`src/rtl/dlx_pkg.sv`:
```
// Package: dlx_pkg
// Purpose: shared definitions for the DLX instruction-fetch slice.
//   - fetch_state_e : fetch FSM states (2-bit encoding)
//   - DLX_NOP       : instruction presented to decode when nothing is valid
//   - DLX_PROG_LEN  : default program length in words; fetching stops at this PC
package dlx_pkg;

    typedef enum logic [1:0] {
        S_FETCH = 2'd0,
        S_FULL  = 2'd1,
        S_END   = 2'd2
    } fetch_state_e;

    localparam logic [31:0] DLX_NOP      = 32'h0000_0000;
    localparam int          DLX_PROG_LEN = 32;

endpackage

```
`src/rtl/dlx_fetch_fifo.sv`:
```
// Module: dlx_fetch_fifo
// Purpose: small synchronous FIFO holding prefetched {pc, instruction} pairs.
// Ports:
//   clk_i    in   clock, rising edge
//   reset_i  in   asynchronous active-low reset
//   flush_i  in   empties the FIFO; wins over push and pop
//   push_i   in   write data_i (ignored when full unless popping too)
//   data_i   in   entry to write
//   pop_i    in   remove the head entry (ignored when empty)
//   head_o   out  current head entry (contents undefined-but-stable when empty)
//   count_o  out  number of valid entries
//   full_o   out  count == DEPTH
//   empty_o  out  count == 0
module dlx_fetch_fifo #(
    parameter int WIDTH = 64,
    parameter int DEPTH = 2
) (
    input  logic                       clk_i,
    input  logic                       reset_i,
    input  logic                       flush_i,
    input  logic                       push_i,
    input  logic [WIDTH-1:0]           data_i,
    input  logic                       pop_i,
    output logic [WIDTH-1:0]           head_o,
    output logic [$clog2(DEPTH):0]     count_o,
    output logic                       full_o,
    output logic                       empty_o
);

    localparam int PTR_W = $clog2(DEPTH);
    localparam int CNT_W = PTR_W + 1;

    logic [WIDTH-1:0] mem_q [DEPTH];
    logic [WIDTH-1:0] mem_d [DEPTH];
    logic [PTR_W-1:0] wr_ptr_q, wr_ptr_d;
    logic [PTR_W-1:0] rd_ptr_q, rd_ptr_d;
    logic [CNT_W-1:0] count_q, count_d;
    logic             do_push;
    logic             do_pop;

    assign full_o  = (count_q == CNT_W'(DEPTH));
    assign empty_o = (count_q == '0);
    assign count_o = count_q;
    assign head_o  = mem_q[rd_ptr_q];

    // A push into a full FIFO is only allowed when the head leaves in the same cycle.
    assign do_pop  = pop_i && !empty_o;
    assign do_push = push_i && (!full_o || do_pop);

    // Pointers wrap naturally because DEPTH is a power of two.
    always_comb begin
        mem_d    = mem_q;
        wr_ptr_d = wr_ptr_q;
        rd_ptr_d = rd_ptr_q;
        count_d  = count_q;
        if (flush_i) begin
            wr_ptr_d = '0;
            rd_ptr_d = '0;
            count_d  = '0;
        end else begin
            if (do_push) begin
                mem_d[wr_ptr_q] = data_i;
                wr_ptr_d        = wr_ptr_q + PTR_W'(1);
            end
            if (do_pop) begin
                rd_ptr_d = rd_ptr_q + PTR_W'(1);
            end
            count_d = count_q + CNT_W'(do_push) - CNT_W'(do_pop);
        end
    end

    always_ff @(posedge clk_i or negedge reset_i) begin
        if (!reset_i) begin
            for (int i = 0; i < DEPTH; i++) begin
                mem_q[i] <= '0;
            end
            wr_ptr_q <= '0;
            rd_ptr_q <= '0;
            count_q  <= '0;
        end else begin
            mem_q    <= mem_d;
            wr_ptr_q <= wr_ptr_d;
            rd_ptr_q <= rd_ptr_d;
            count_q  <= count_d;
        end
    end

endmodule

```
`src/rtl/dlx_fetch_unit.sv`:
```
// Module: dlx_fetch_unit
// Purpose: DLX instruction-fetch initiator. Owns the fetch PC, addresses the
//   combinational instruction ROM, buffers returned words in a prefetch FIFO and
//   hands {instruction, pc} to decode over a valid/ready handshake. Redirects
//   from decode flush all prefetched work and restart fetch at the target.
// Ports:
//   clk_i          in   clock, rising edge
//   reset_i        in   asynchronous active-low reset
//   rom_addr_o     out  word address to the ROM (registered fetch PC)
//   rom_data_i     in   ROM word for rom_addr_o, same cycle
//   redirect_i     in   taken branch/jump from decode
//   redirect_pc_i  in   redirect target word address
//   inst_o         out  head instruction, NOP when not valid
//   inst_pc_o      out  word address of inst_o, 0 when not valid
//   inst_valid_o   out  head entry valid
//   inst_ready_i   in   decode accepts the head this cycle
//   fetch_done_o   out  program exhausted and FIFO drained (registered)
module dlx_fetch_unit
    import dlx_pkg::*;
#(
    parameter int                ADDR_W     = 32,
    parameter int                DATA_W     = 32,
    parameter int                FIFO_DEPTH = 2,
    parameter logic [ADDR_W-1:0] RESET_PC   = '0,
    parameter logic [ADDR_W-1:0] PROG_LEN   = ADDR_W'(DLX_PROG_LEN)
) (
    input  logic              clk_i,
    input  logic              reset_i,
    output logic [ADDR_W-1:0] rom_addr_o,
    input  logic [DATA_W-1:0] rom_data_i,
    input  logic              redirect_i,
    input  logic [ADDR_W-1:0] redirect_pc_i,
    output logic [DATA_W-1:0] inst_o,
    output logic [ADDR_W-1:0] inst_pc_o,
    output logic              inst_valid_o,
    input  logic              inst_ready_i,
    output logic              fetch_done_o
);

    localparam int CNT_W = $clog2(FIFO_DEPTH) + 1;
    localparam int ENT_W = ADDR_W + DATA_W;
    localparam fetch_state_e RESET_STATE = (RESET_PC >= PROG_LEN) ? S_END : S_FETCH;

    fetch_state_e      state_q, state_d;
    logic [ADDR_W-1:0] fetch_pc_q, fetch_pc_d;
    logic              fetch_done_q, fetch_done_d;

    logic [ADDR_W-1:0] pc_inc;
    logic              pop;
    logic              push;
    logic [ENT_W-1:0]  fifo_head;
    logic [CNT_W-1:0]  fifo_count;
    logic              fifo_full;
    logic              fifo_empty;

    dlx_fetch_fifo #(
        .WIDTH (ENT_W),
        .DEPTH (FIFO_DEPTH)
    ) u_fifo (
        .clk_i   (clk_i),
        .reset_i (reset_i),
        .flush_i (redirect_i),
        .push_i  (push),
        .data_i  ({fetch_pc_q, rom_data_i}),
        .pop_i   (pop),
        .head_o  (fifo_head),
        .count_o (fifo_count),
        .full_o  (fifo_full),
        .empty_o (fifo_empty)
    );

    assign pc_inc = fetch_pc_q + ADDR_W'(1);
    assign pop    = !fifo_empty && inst_ready_i;

    // Redirect outranks everything: the FIFO flush discards any pop, and the
    // target PC is fetched starting next cycle. S_END is exactly "PC at or past
    // PROG_LEN", which is why both entry paths compare against PROG_LEN.
    always_comb begin
        state_d      = state_q;
        fetch_pc_d   = fetch_pc_q;
        push         = 1'b0;
        fetch_done_d = (state_q == S_END) && fifo_empty;
        if (redirect_i) begin
            fetch_pc_d = redirect_pc_i;
            state_d    = (redirect_pc_i >= PROG_LEN) ? S_END : S_FETCH;
        end else begin
            unique case (state_q)
                S_FETCH: begin
                    if (!fifo_full || pop) begin
                        push       = 1'b1;
                        fetch_pc_d = pc_inc;
                        if (pc_inc >= PROG_LEN) begin
                            state_d = S_END;
                        end else if (fifo_count == CNT_W'(FIFO_DEPTH - 1) && !pop) begin
                            state_d = S_FULL;
                        end
                    end
                end
                S_FULL: begin
                    // Leaving S_FULL costs one fetch slot; the push resumes next cycle.
                    if (pop) begin
                        state_d = S_FETCH;
                    end
                end
                S_END: begin
                end
                default: begin
                    state_d = S_END;
                end
            endcase
        end
    end

    always_ff @(posedge clk_i or negedge reset_i) begin
        if (!reset_i) begin
            state_q      <= RESET_STATE;
            fetch_pc_q   <= RESET_PC;
            fetch_done_q <= 1'b0;
        end else begin
            state_q      <= state_d;
            fetch_pc_q   <= fetch_pc_d;
            fetch_done_q <= fetch_done_d;
        end
    end

    assign rom_addr_o   = fetch_pc_q;
    assign inst_valid_o = !fifo_empty;
    assign inst_o       = fifo_empty ? DATA_W'(DLX_NOP) : fifo_head[DATA_W-1:0];
    assign inst_pc_o    = fifo_empty ? '0 : fifo_head[ENT_W-1:DATA_W];
    assign fetch_done_o = fetch_done_q;

endmodule

```
`config.mk`:
```
export PLATFORM = sky130hd
export DESIGN_NAME = dlx_fetch_unit
export DESIGN_NICKNAME = d
export VERILOG_FILES = /design/src/rtl/dlx_pkg.sv /design/src/rtl/dlx_fetch_fifo.sv /design/src/rtl/dlx_fetch_unit.sv
export SDC_FILE = /design/constraint.sdc
export NUM_CORES = 1
export LEC_CHECK = 0
export BUFFER_PORTS_ARGS = -buffer_cell sky130_fd_sc_hd__buf_2
export CAP_MARGIN = 40
export CORE_UTILIZATION = 30
export CTS_CLUSTER_SIZE = 30
export DETAILED_ROUTE_END_ITERATION = 7
export PLACE_DENSITY = 0.46
export SETUP_SLACK_MARGIN = 0.15
export SLEW_MARGIN = 20
export SYNTH_ARGS = -nofsm -noshare
export SYNTH_HDL_FRONTEND = slang
export SYNTH_SLANG_ARGS = --single-unit
```
`constraint.sdc`:
```
create_clock -name clk_i -period 3.05 [get_ports clk_i]
set_input_delay 0.305 -clock clk_i [delete_from_list [all_inputs] [get_ports clk_i]]
set_output_delay 0.305 -clock clk_i [all_outputs]
set_load 0.03 [all_outputs]
```
==> results summary, run 1 <==
The routed length on met1 came out at between 10,000 and 15,000 µm. The cell class contributing the biggest share of worst-path delay is simple AND/OR/NAND/NOR gates. The number of cell rows is 60. The residual overflow from global routing came out at 0. The number of vias after detailed routing came out at between 6,000 and 7,000.

The critical path is of the register to register type. The number of buffers created by CTS is 17. The via count of the first global-routing pass is approximately 6,400. A synthesized cell averages 11.1 µm². The number of I/O port buffers came out at around 170. The post-detailed-route wirelength per cell is ~17 µm.

The kind of path behind the tightest hold check is input port to register. In this run, the number of DRC markers left after iteration 0 of detailed routing was ~260. The setup TNS came out at 0 ps. The leakage power came out at between 4 and 5 nW. The clock latency on the worst-skew pair is between 400 and 500 ps. The number of storage elements in the synthesis netlist is approximately 170. The area growth from synthesis to layout is 24.3%. The largest vdd supply drop came out at around 0.00022 V. After legalization and detailed placement, the total HPWL measured 15,700 µm.

Setup repair after global routing left no endpoint under its margin. The buffer and inverter count on the worst path came out at 0. For this run, design rule violations remaining after detail routing come to 0. The slowest stage of the critical path is the sky130_fd_sc_hd__or4_1 cell.

The data arrival time of the critical path is roughly 3000 ps. In this run the clock root is driven by a sky130_fd_sc_hd__clkbuf_16. The core region is around 27,000 µm². The number of different library cells in the post-synthesis netlist is 48. The power density normalized to cell area came out at between 500 and 600 nW/µm². The die covers about 29,000 µm². The effective utilization at floorplan came out at a little under a third. The type of element launching the critical path is a register.

The slack of the worst reg-to-reg path came out at ~350 ps. The maximum achievable frequency is between 300 and 400 MHz. The worst hold slack across all endpoints came out at ~95 ps. STA classifies the critical path endpoint as a register.

The H-tree depth is 4. After detailed routing, the met3 layer carries between 800 and 900 µm of wire. The number of top-level pins is 166.

The delay of the slowest critical-path stage is 540 ps. The number of nets still failing antenna checks after routing came out at 0. The most instantiated flip-flop cell in the synthesis netlist is sky130_fd_sc_hd__dfrtp_1. The fraction of layout cells with a size suffix above 1 is 40.3%. The largest net degree at the start of global routing came out at 80. Setup violations remaining at the end of the flow were counted as 0. After detailed routing, the number of vias per cell comes to ~4.8. Of the available clock period, the critical path in the final layout requires between 80% and 90%. The die is 169 µm wide.

The number of warnings printed during yosys synthesis is 0. The clock net sink count is ~170. The maximum buffer depth of the clock tree is 2.

The initial antenna violation count is 0. The slew at the pin closest to its max-slew limit came out at just under 600 ps. The number of max-slew violations in the final report is 0.

The clock-pin slew on the worst setup and hold paths came out at about 70 ps. The post-synthesis net count is roughly 830. The worst path needs roughly 2700 ps of the cycle, external delays included. The number of antenna repair diodes came out at 0.

The data required time of the worst path is between 3000 and 4000 ps. The wire length of the first global-routing pass is around 36,000 µm. Of all nets on the critical path, the largest fanout is 7.

The post-detailed-routing wire length is between 20,000 and 25,000 µm. In the synthesized netlist the async set-or-reset flop fraction comes to between 90% and 100%. The number of max-capacitance violations reported is 0. The sequential-to-total area share from yosys stat is between 40% and 50%.

TritonCTS built the clock tree. Traced cell by cell, the critical path runs through and3_2 -> nand2_1 -> or4_1 -> nor4_2 -> mux2i_1 -> o2111ai_1 -> or3_1 -> a21oi_1. The final setup skew is approximately 9 ps. The count of flip-flops with a built-in enable after synthesis is 0. Wire segments on met2 add up to 10,800 µm in the final route. The number of nets in the final layout is ~1,000.

The length of the first detailed-routing pass in iterations is 4. Synthesis produced 756 cells. The combined area of all synthesized cells came out at around 8400 µm². The run finished with clean final reports. Headroom to the max-slew limit came out at 61.4%. The final count of hold timing violations came to 0.

The overall die height came out at 169 µm. The weighted congestion at the end of routability-driven global placement came out at a little over 0.8. After detailed routing, no signal wire sits above met4.

The combined global-route utilization of all metal layers is around 16%.
logic make-up after synthesis:
| family | after synthesis | synth area share, % |
|---|---|---|
| simple gates | 237 | 13.7 |
| mux | 195 | 25.2 |
| flops | 167 | 49.9 |
| buf+inv | 62 | 2.91 |
| compound gates | 51 | 3.60 |
| xor+xnor | 41 | 4.28 |
| fa+ha+maj | 3 | 0.448 |
placed cells by master (no fill, tap or decap), types with 2 or more instances in the layout:
master                       instances
sky130_fd_sc_hd__or2_2               2
sky130_fd_sc_hd__buf_2             164
sky130_fd_sc_hd__nand2_1            59
sky130_fd_sc_hd__o21ai_0            33
sky130_fd_sc_hd__or4_1               2
sky130_fd_sc_hd__and3_1              4
sky130_fd_sc_hd__and2_1              2
sky130_fd_sc_hd__nor4_1             10
sky130_fd_sc_hd__dfrtp_1           163
sky130_fd_sc_hd__nor3b_1             2
sky130_fd_sc_hd__nor4b_1             2
sky130_fd_sc_hd__o21ai_1             3
sky130_fd_sc_hd__dfrtp_2             3
sky130_fd_sc_hd__inv_6               4
sky130_fd_sc_hd__xnor2_1            18
sky130_fd_sc_hd__clkbuf_16          17
sky130_fd_sc_hd__inv_1               7
sky130_fd_sc_hd__and4_1              4
sky130_fd_sc_hd__clkinv_4            4
sky130_fd_sc_hd__nor2_1             87
sky130_fd_sc_hd__nand4_1            15
sky130_fd_sc_hd__nor4_2              2
sky130_fd_sc_hd__mux2i_1            68
sky130_fd_sc_hd__nor2b_1             3
sky130_fd_sc_hd__o31ai_1             2
sky130_fd_sc_hd__ha_1                2
sky130_fd_sc_hd__buf_12              5
sky130_fd_sc_hd__nor3_1             11
sky130_fd_sc_hd__xor2_1             23
sky130_fd_sc_hd__mux2_2            127
sky130_fd_sc_hd__a211oi_1            3
sky130_fd_sc_hd__clkinvlp_4          4
sky130_fd_sc_hd__buf_4              32
sky130_fd_sc_hd__or3_1               3
sky130_fd_sc_hd__nand3_1            17
worst paths after layout:
| kind | from | end | depth (start not counted) |
|---|---|---|---|
| max in group asynchronous | reset_i | rom_addr_o[10] | 3 |
| setup reg to reg | rom_addr_o[16] | state_q[0] | 8 |
| min in group asynchronous | reset_i | u_fifo.mem_q[75] | 2 |
| setup / recovery | rom_addr_o[16] | state_q[0] | 8 |
| hold / removal | redirect_pc_i[2] | rom_addr_o[2] | 3 |
| hold reg to reg | u_fifo.mem_q[41] | u_fifo.mem_q[41] | 2 |
flip-flops by register name, summed over array words and instances (netlist names):
register         flops
state_q              2
fetch_done_o         1
u_fifo.rd_ptr_q      1
u_fifo.count_o       2
u_fifo.mem_q       128
u_fifo.wr_ptr_q      1
rom_addr_o          32
layer usage:
metal | track usage [%] | vias to the layer above
met5 | 0 | -
met4 | 4.11 | 0
met3 | 3.26 | 15
met2 | 27.1 | 133
met1 | 22.1 | 3112
li1 | - | 2984
where the power goes:
group          internal [mW]  total (mW)  switching (mW)
Clock                   1.14        2.13           0.993
Combinational          0.322       0.938           0.616
Sequential              2.29        2.39           0.109
area by class of cell:
cell class	count	area, µm²
inverters	7	26.3
well taps	372	465
multi-input cells	527	3990
clock buffers	17	425
clock inverters	14	141
repair buffers	203	1180
flip-flops and latches	167	4190
fillers	2767	16800
stage by stage:
stage | utilization (%) | power [mW] | worst slack, ps | area [µm²] | instances
final | 38.3 | 5.47 | 351 | 10400 | 1307
after global routing | 38.3 | 5.74 | 164 | 10400 | 1307
after CTS | 38.2 | 5.57 | 210 | 10400 | 1306
after detailed placement | 36.1 | 3.40 | 250 | 9820 | 1274
after global placement | 36.1 | 3.40 | 267 | 9820 | 1274
after floorplan | - | 2.99 | 223 | 8380 | 756
Yosys cell counts, drive strengths merged (5+ instances only):
cell type,count,area [µm²]
nor3,12,60.1
dfrtp,167,4180
inv,7,26.3
mux2i,68,681
nand3,17,85.1
mux2,127,1430
and4,5,45.0
o21ai,36,180
nand2,60,225
nor2,88,330
nor4,13,103
buf,19,82.6
xor2,23,201
and3,5,31.3
xnor2,18,158
clkbuf,36,135
nand4,16,115
tightest hold or removal path: cells and delay by family:
family / cells / cell delay, ps
buf+inv: 1 / 80
simple gates: 1 / 40
compound gates: 1 / 50
what timing repair did:
| item | CTS | global route |
|---|---|---|
| hold buffers | 1 | 0 |
| setup buffers | 0 | 1 |
| endpoints found under the setup margin | 0 | 1 |
| gates resized for setup | 0 | 6 |
| endpoints found under the hold margin | 56 | 0 |
No activity file was read; power rests on OpenSTA's default activity.
==> run 2: changes to the inputs <==
BUFFER_PORTS_ARGS = not set   (was -buffer_cell sky130_fd_sc_hd__buf_2)
CAP_MARGIN = 15   (was 40)
DONT_BUFFER_PORTS = 1   (was not set)
PLACE_DENSITY = 0.41   (was 0.46)
==> run 2 against run 1 <==
  * The flow now finishes with violations (hold timing)
  * Sequential power about the same
  * Core utilization decreased by 2.1 points
  * Clock power about the same
  * Critical endpoint unchanged
  * Largest cell class unchanged
==> results summary, run 2 (synthesis results as in run 1) <==
The effective utilization at floorplan came to 30.8% (unchanged). The overall die height came out at 169 µm (unchanged). The category of the worst setup path capture point is a register.

The chip width came out at 169 µm (unchanged). The worst setup slack before clock tree synthesis is 379 ps (+129 ps). The final count of hold timing violations was 167 (+167). The final worst-path cycle share is 88.3% (-0.17 points). The total placed instance area is 8990 µm² (-8.4%). The number of DRC markers after the initial detailed-route iteration came to 268 (+1.5%).

The total power is 5.32 mW (-2.7%). More flip-flops sit in one register than any other, and that register is u_fifo.mem_q. The final routed DRC violation total was 0 (unchanged). The number of max-slew violations in the final report came out at 0 (unchanged). Setup repair after global routing left no endpoint under its margin. The most common library cell in the layout ignoring fill and taps is sky130_fd_sc_hd__dfrtp_1. The final standard cell utilization of the core came out at 36.2% (-2.1 points).

The largest vdd supply drop came to 0.000314 V (+45%). The number of nets still failing antenna checks after routing came out at 0 (unchanged). The combined global-route utilization of all metal layers came out at 16.7% (+0.29 points). The clock latency on the worst-skew pair is 430 ps (about the same). The post-detailed-placement half-perimeter wirelength came out at 15,500 µm (-1.2%).

The length of the first detailed-routing pass in iterations is 4 (unchanged). The worst hold slack across all endpoints was -440 ps (-535 ps). The clock period minus final worst setup slack came out at 2690 ps (-5.27 ps).

The number of top-level pins came to 166 (unchanged). The H-tree depth came to 4 (unchanged). The critical path is of the register to register type. The post-detailed-routing wire length was 23,300 µm (+2.4%).

The root buffer cell chosen for the clock tree is sky130_fd_sc_hd__clkbuf_16. The die area is 28,600 µm² (unchanged). The clock net sink count came to 167 (unchanged). The worst setup path is launched from a register. The worst-case headroom to the max-slew limit is 45.2% (-16 points). The largest net degree at the start of global routing is 168 (+110%).

The area of combinational cells with multiple inputs was 3980 µm² (-0.25%). The post-route standard cell area excluding fillers is 9840 µm² (-5.5%). The residual overflow from global routing came to 0 (unchanged). The clock-pin slew on the worst setup and hold paths came to 80 ps (about the same).

The leakage power is 4.13 nW (-13%). The weighted congestion at the end of routability-driven global placement came out at 0.816 (-0.65%). The final setup skew is 9.85 ps (+0.865 ps). The via count of the first global-routing pass came out at 6,384 (-0.81%). The core outline area is 27,200 µm² (unchanged). The post-detailed-route wirelength per cell came to 19.9 µm (+14%).

The setup slack of the critical path after layout came to 356 ps (+5.27 ps). The setup TNS is 0 ps (unchanged). The number of I/O port buffers is 0 (-100%).

The final number of setup-violating endpoints came out at 0 (unchanged). The fraction of layout cells with a size suffix above 1 is 26.1% (-14 points). TritonCTS built the clock tree. The number of filler cells placed in the layout came out at 2,745 (-0.80%). The total placed cells including tap cells was 1,113 (-13%). The number of max-capacitance violations reported is 0 (unchanged). The largest fanout on the critical path came out at 7 (unchanged). The number of vias after detailed routing came out at 5,841 (-6.5%).

The initial antenna violation count is 1 (+1). The library cells used most frequently in the layout, excluding fill and tap cells, are sky130_fd_sc_hd__dfrtp_1 (166), sky130_fd_sc_hd__mux2_2 (127), sky130_fd_sc_hd__nor2_1 (87), sky130_fd_sc_hd__mux2i_1 (68), sky130_fd_sc_hd__nand2_1 (59). The maximum achievable frequency is 371 MHz (+0.20%).

The maximum buffer depth of the clock tree came out at 2 (unchanged). The path class of the tightest hold or removal check is input port to async pin. The slew at the pin closest to its max-slew limit came out at 820 ps (+242 ps). The post-cts gate resize count is 0 (unchanged). The via count normalized by instance count came out at 4.98 (+4.2%). The count of placed standard cells in the final layout, fillers left out is 1,173 (-10%). The storage element area is 4180 µm² (about the same). The growth of design area from synthesis to finish came out at 17.4%.

The wire length of the first global-routing pass came out at 36,800 µm (+1.3%). The power density normalized to cell area came out at 540 nW/µm² (+3.0%). The flow ran to the end, but the final reports show violations. The data arrival time of the critical path came out at 3050 ps (about the same). The number of buffers created by CTS is 17 (unchanged). The final reports fail on hold timing. The number of nets in the final layout came out at 859 (-14%). The flip-flop count of the largest register after layout came to 128 (unchanged). The number of cell rows was 60 (unchanged). The data required time of the worst path came out at 3410 ps (about the same).
## run 2: where the power goes
part	internal, mW	switching (mW)
Clock	1.14	0.989
Combinational	0.258	0.513
Sequential	2.28	0.129
Total	3.69	1.63
## run 2: critical path, stage by stage (launching register included)
cell                        delay (ps)
sky130_fd_sc_hd__dfrtp_1           390
sky130_fd_sc_hd__buf_4             200
sky130_fd_sc_hd__and4_2            270
sky130_fd_sc_hd__nand2_1           250
sky130_fd_sc_hd__nor3_1            100
sky130_fd_sc_hd__or3_1             310
sky130_fd_sc_hd__a221oi_1          380
sky130_fd_sc_hd__o2111ai_1         200
sky130_fd_sc_hd__or3_1             370
sky130_fd_sc_hd__a21oi_1           140
## run 2: routing by layer
layer  global-route usage [%]  routed length, µm  part of all wire [%]
met5                        0                  0                     0
met1                     20.4              10300                    44
met2                     29.4              11500                    49
met3                     4.69               1350                   5.8
met4                     3.33                157                  0.67
## run 2: repair_timing
action,in CTS,in global routing
endpoints found under the hold margin,204,168
setup buffers,0,0
hold buffers,27,1
## run 2: final cells by class
cell class	count	area share [%]
diodes	1	0.0254
clock buffers	17	4.32
inverters	7	0.267
multi-input cells	527	40.4
well taps	372	4.73
flip-flops and latches	167	42.5
clock inverters	14	1.44
repair buffers	68	6.28
## run 2: final timing paths
check | start | to | slack, ps | cells past startpoint
hold / removal | reset_i | u_fifo.mem_q[73] | -440 | 0
hold reg to reg | u_fifo.mem_q[47] | u_fifo.mem_q[47] | 490 | 2
setup reg to reg | rom_addr_o[0] | state_q[0] | 360 | 9
min in group clk_i | redirect_pc_i[1] | rom_addr_o[1] | 20 | 2
setup / recovery | rom_addr_o[0] | state_q[0] | 360 | 9
max in group asynchronous | reset_i | u_fifo.rd_ptr_q | 3180 | 0
==> run 3: changes to the inputs <==
ABC_AREA = 1   (was not set)
SLEW_MARGIN = 40   (was 20)
==> run 3 against run 2 <==
  * The flow still finishes with violations (hold timing)
  * Hold slack improved by 20 ps
  * Maximum frequency increased by 6.4%
  * Count of clock-buffer cells in the layout increased by 3
  * Final cell count increased by 31%
  * Global-route usage increased by 2.5 points
  * Wire length increased by 15%
  * Die area increased by 1.6%
  * Synthesized cell count increased by 49%
  * Register-to-register slack improved by 220 ps
==> results summary, run 3 <==
The most instantiated flip-flop cell in the synthesis netlist is sky130_fd_sc_hd__dfrtp_1. The library cell used most frequently in the layout, excluding fill and tap cells, is sky130_fd_sc_hd__nand2_1. The clock-pin slew on the worst setup and hold paths is 70 ps (about the same).

The worst hold slack across all endpoints came out at -420 ps (+20.3 ps). The tightest min-delay check is of the input port to async pin type. The post-detailed-route wirelength per cell is 17.5 µm (-12%). The effective utilization at floorplan is 30.6% (-0.27 points). The routed length on met1 came out at 12,900 µm (+26%). The clock net sink count is 167 (unchanged). The residual overflow from global routing came out at 0 (unchanged). The sequential-to-total area share from yosys stat is 49.1% (-0.79 points). The number of antenna repair diodes is 0 (-1). The count of flip-flops with a built-in enable after synthesis is 0 (unchanged). The number of DRC markers after the initial detailed-route iteration came to 561 (+110%).

The final number of setup-violating endpoints is 0 (unchanged). The post-synthesis instance total is 1,129 (+49%). Ranked by flip-flop count, first place goes to u_fifo.mem_q. The data arrival time of the critical path is 2230 ps (-820 ps). sky130_fd_sc_hd__dfrtp_1 takes more of the synthesized area than any other cell. Counting instances in the post-synthesis netlist gives the leading cell types as sky130_fd_sc_hd__nand2_1 (408), sky130_fd_sc_hd__dfrtp_1 (167), sky130_fd_sc_hd__o21ai_0 (141), sky130_fd_sc_hd__inv_1 (93), sky130_fd_sc_hd__a21oi_1 (69). The setup TNS is 0 ps (unchanged). The maximum achievable frequency was 395 MHz (+6.4%). The via count of the first global-routing pass came to 7,325 (+15%). The library cells used most frequently in the layout, excluding fill and tap cells, are sky130_fd_sc_hd__nand2_1 (406), sky130_fd_sc_hd__dfrtp_1 (166), sky130_fd_sc_hd__o21ai_0 (141), sky130_fd_sc_hd__inv_1 (92), sky130_fd_sc_hd__a21oi_1 (69). The worst-case headroom to the max-slew limit is 48.4% (+3.2 points).

The largest vdd supply drop is 0.000318 V (+1.1%). The post-cts gate resize count is 0 (unchanged). The area share of the leading cell type in the synthesized netlist is 49.1% (-0.79 points).

The clock latency on the worst-skew pair is 420 ps (about the same). The largest fanout on the critical path came out at 29 (+22). The maximum buffer depth of the clock tree is 2 (unchanged). The detailed route wirelength on metal2 is 12,300 µm (+6.4%). The number of warnings printed during yosys synthesis came out at 0 (unchanged). The combined global-route utilization of all metal layers is 19.2% (+2.5 points).

The weighted congestion at the end of routability-driven global placement came out at 0.871 (+6.7%). The combined area of all synthesized cells is 8520 µm² (+1.6%). The flip-flop count of the largest register after layout is 128 (unchanged).

The number of vias after detailed routing came out at 7,409 (+27%). The number of nets still failing antenna checks after routing came out at 0 (unchanged). The core outline area is 27,900 µm² (+2.5%).

The post-detailed-routing wire length came out at 26,800 µm (+15%). The number of I/O port buffers is 0 (unchanged). The post-synthesis net count came out at 1,200 (+45%). After synthesis, the cell types taking the most area are sky130_fd_sc_hd__dfrtp_1 (49%), sky130_fd_sc_hd__nand2_1 (18%), sky130_fd_sc_hd__o21ai_0 (8.3%), sky130_fd_sc_hd__inv_1 (4.1%), sky130_fd_sc_hd__a21oi_1 (4.1%). The final setup skew is 16.4 ps (+6.54 ps). The total power was 9.42 mW (+77%). The final worst-path cycle share came out at 83.0% (-5.3 points). The final reports fail on hold timing. The worst setup path is captured at an output pin. The final count of hold timing violations came out at 167 (unchanged). The chip width is 170 µm (+0.79%).

The number of cell rows was 61 (+1.7%). The fraction of layout cells with a size suffix above 1 came out at 10.6% (-15 points). The number of setup buffers added after CTS came out at 0 (unchanged). The die area came out at 29,100 µm² (+1.6%). Setup repair after global routing left no endpoint under its margin.

The slew at the pin closest to its max-slew limit came out at 774 ps (-46.1 ps). The number of max-slew violations in the final report came out at 0 (unchanged). The number of max-capacitance violations reported came out at 0 (unchanged).

The number of top-level pins is 166 (unchanged). The top layer reached by signal wires is met4. The number of different library cells in the post-synthesis netlist is 32 (-33%). The run finished, with violations left. The proportion of register bits with asynchronous set or reset after synthesis came out at 100% (unchanged). The post-cts hold buffer count was 3 (-89%).

The worst setup path is launched from a register. The number of buffers created by CTS came out at 17 (unchanged). The post-detailed-placement half-perimeter wirelength came out at 18,200 µm (+17%). The H-tree depth came out at 4 (unchanged).

The met3 routed wirelength is 1390 µm (+3.1%). The initial antenna violation count is 0 (-1). The clock period minus final worst setup slack was 2530 ps (-163 ps). The via count normalized by instance count was 4.83 (-3.0%). The number of storage elements in the synthesis netlist is 167 (unchanged). The leakage power is 4.61 nW (+11%). The largest net degree at the start of global routing came out at 168 (unchanged).

The final routed DRC violation total came out at 0 (unchanged). The average cell area after synthesis came to 7.54 µm² (-32%). The power density normalized to cell area came to 960 nW/µm² (+78%).

The clock root buffer is sky130_fd_sc_hd__clkbuf_16. The most common cell in the synthesized netlist is sky130_fd_sc_hd__nand2_1. The overall die height is 170 µm (+0.79%). The CTS tree is built.

The growth of design area from synthesis to finish came out at 15.3%. The number of nets in the final layout came out at 1,214 (+41%). The data required time of the worst path came out at 2740 ps (-670 ps). The length of the first detailed-routing pass in iterations is 5 (+1). The type of the worst setup path is register to output pin. The wire length of the first global-routing pass is 42,300 µm (+15%).
## run 3: cell count changes after synthesis, moves of 17 or more
| cell | change |
|---|---|
| sky130_fd_sc_hd__xnor2_1 | -17 |
| sky130_fd_sc_hd__a21oi_1 | +68 |
| sky130_fd_sc_hd__mux2i_1 | -68 |
| sky130_fd_sc_hd__nor2_1 | -33 |
| sky130_fd_sc_hd__o21ai_0 | +108 |
| sky130_fd_sc_hd__inv_1 | +86 |
| sky130_fd_sc_hd__nand2_1 | +348 |
| sky130_fd_sc_hd__mux2_2 | -127 |
## run 3: report_power, final
part	switching [mW]	internal, mW
sequential	0.704	3.08
clock	0.965	1.16
combinational	2.45	1.06
total	4.12	5.30
## run 3: worst max-delay path, cell delays in order, from the launching register on
cell and delay (ps):
sky130_fd_sc_hd__dfrtp_1 450, sky130_fd_sc_hd__nor2_4 570, sky130_fd_sc_hd__buf_4 470, sky130_fd_sc_hd__a21oi_1 110
sky130_fd_sc_hd__buf_4 200
## run 3: through the flow
stage / instance area (µm²) / worst slack (ps) / std cells / utilization [%]
6_report: 9820 / 519 / 1534 / 35.2
5_1_grt: 9820 / 339 / 1534 / 35.2
4_1_cts: 9820 / 453 / 1534 / 35.2
3_5_place_dp: 9220 / 609 / 1499 / 33.1
3_3_place_gp: 9220 / 633 / 1499 / 33.1
2_1_floorplan: 8520 / 908 / 1129 / -
## run 3: final timing paths
path	startpoint	endpoint	slack, ps	depth (start not counted)
max in group asynchronous	reset_i	u_fifo.mem_q[73]	3250	0
worst max-delay path	u_fifo.count_o[1]	inst_pc_o[20]	520	4
worst min-delay path	reset_i	u_fifo.mem_q[23]	-420	0
worst max register to register	rom_addr_o[2]	state_q[0]	580	15
worst min register to register	u_fifo.mem_q[118]	u_fifo.mem_q[118]	480	2
min in group clk_i	redirect_pc_i[19]	rom_addr_o[19]	20	2
## run 3: final cells by class
cell class	count	area, µm²
well taps	378	473
repair buffers	54	463
fillers	3072	18000
multi-input cells	805	3770
clock inverters	12	119
flip-flops and latches	167	4180
clock buffers	20	447
inverters	98	369
## run 3: kinds of logic (layout without fill, tap and decap cells)
kind of cell	after synthesis	after routing	synth area share, %
simple gates	545	545	26.8
compound gates	248	248	15.8
flops	167	167	49.1
buf+inv	157	184	6.93
xor+xnor	9	9	0.926
fa+ha+maj	3	3	0.441
## run 3: per-layer routing
layer  vias to the layer above  global-route usage (%)
met5                         -                       0
met4                         0                    4.23
li1                       3673                       -
met1                      3533                    26.6
met3                        13                    3.81
met2                       190                    30.8
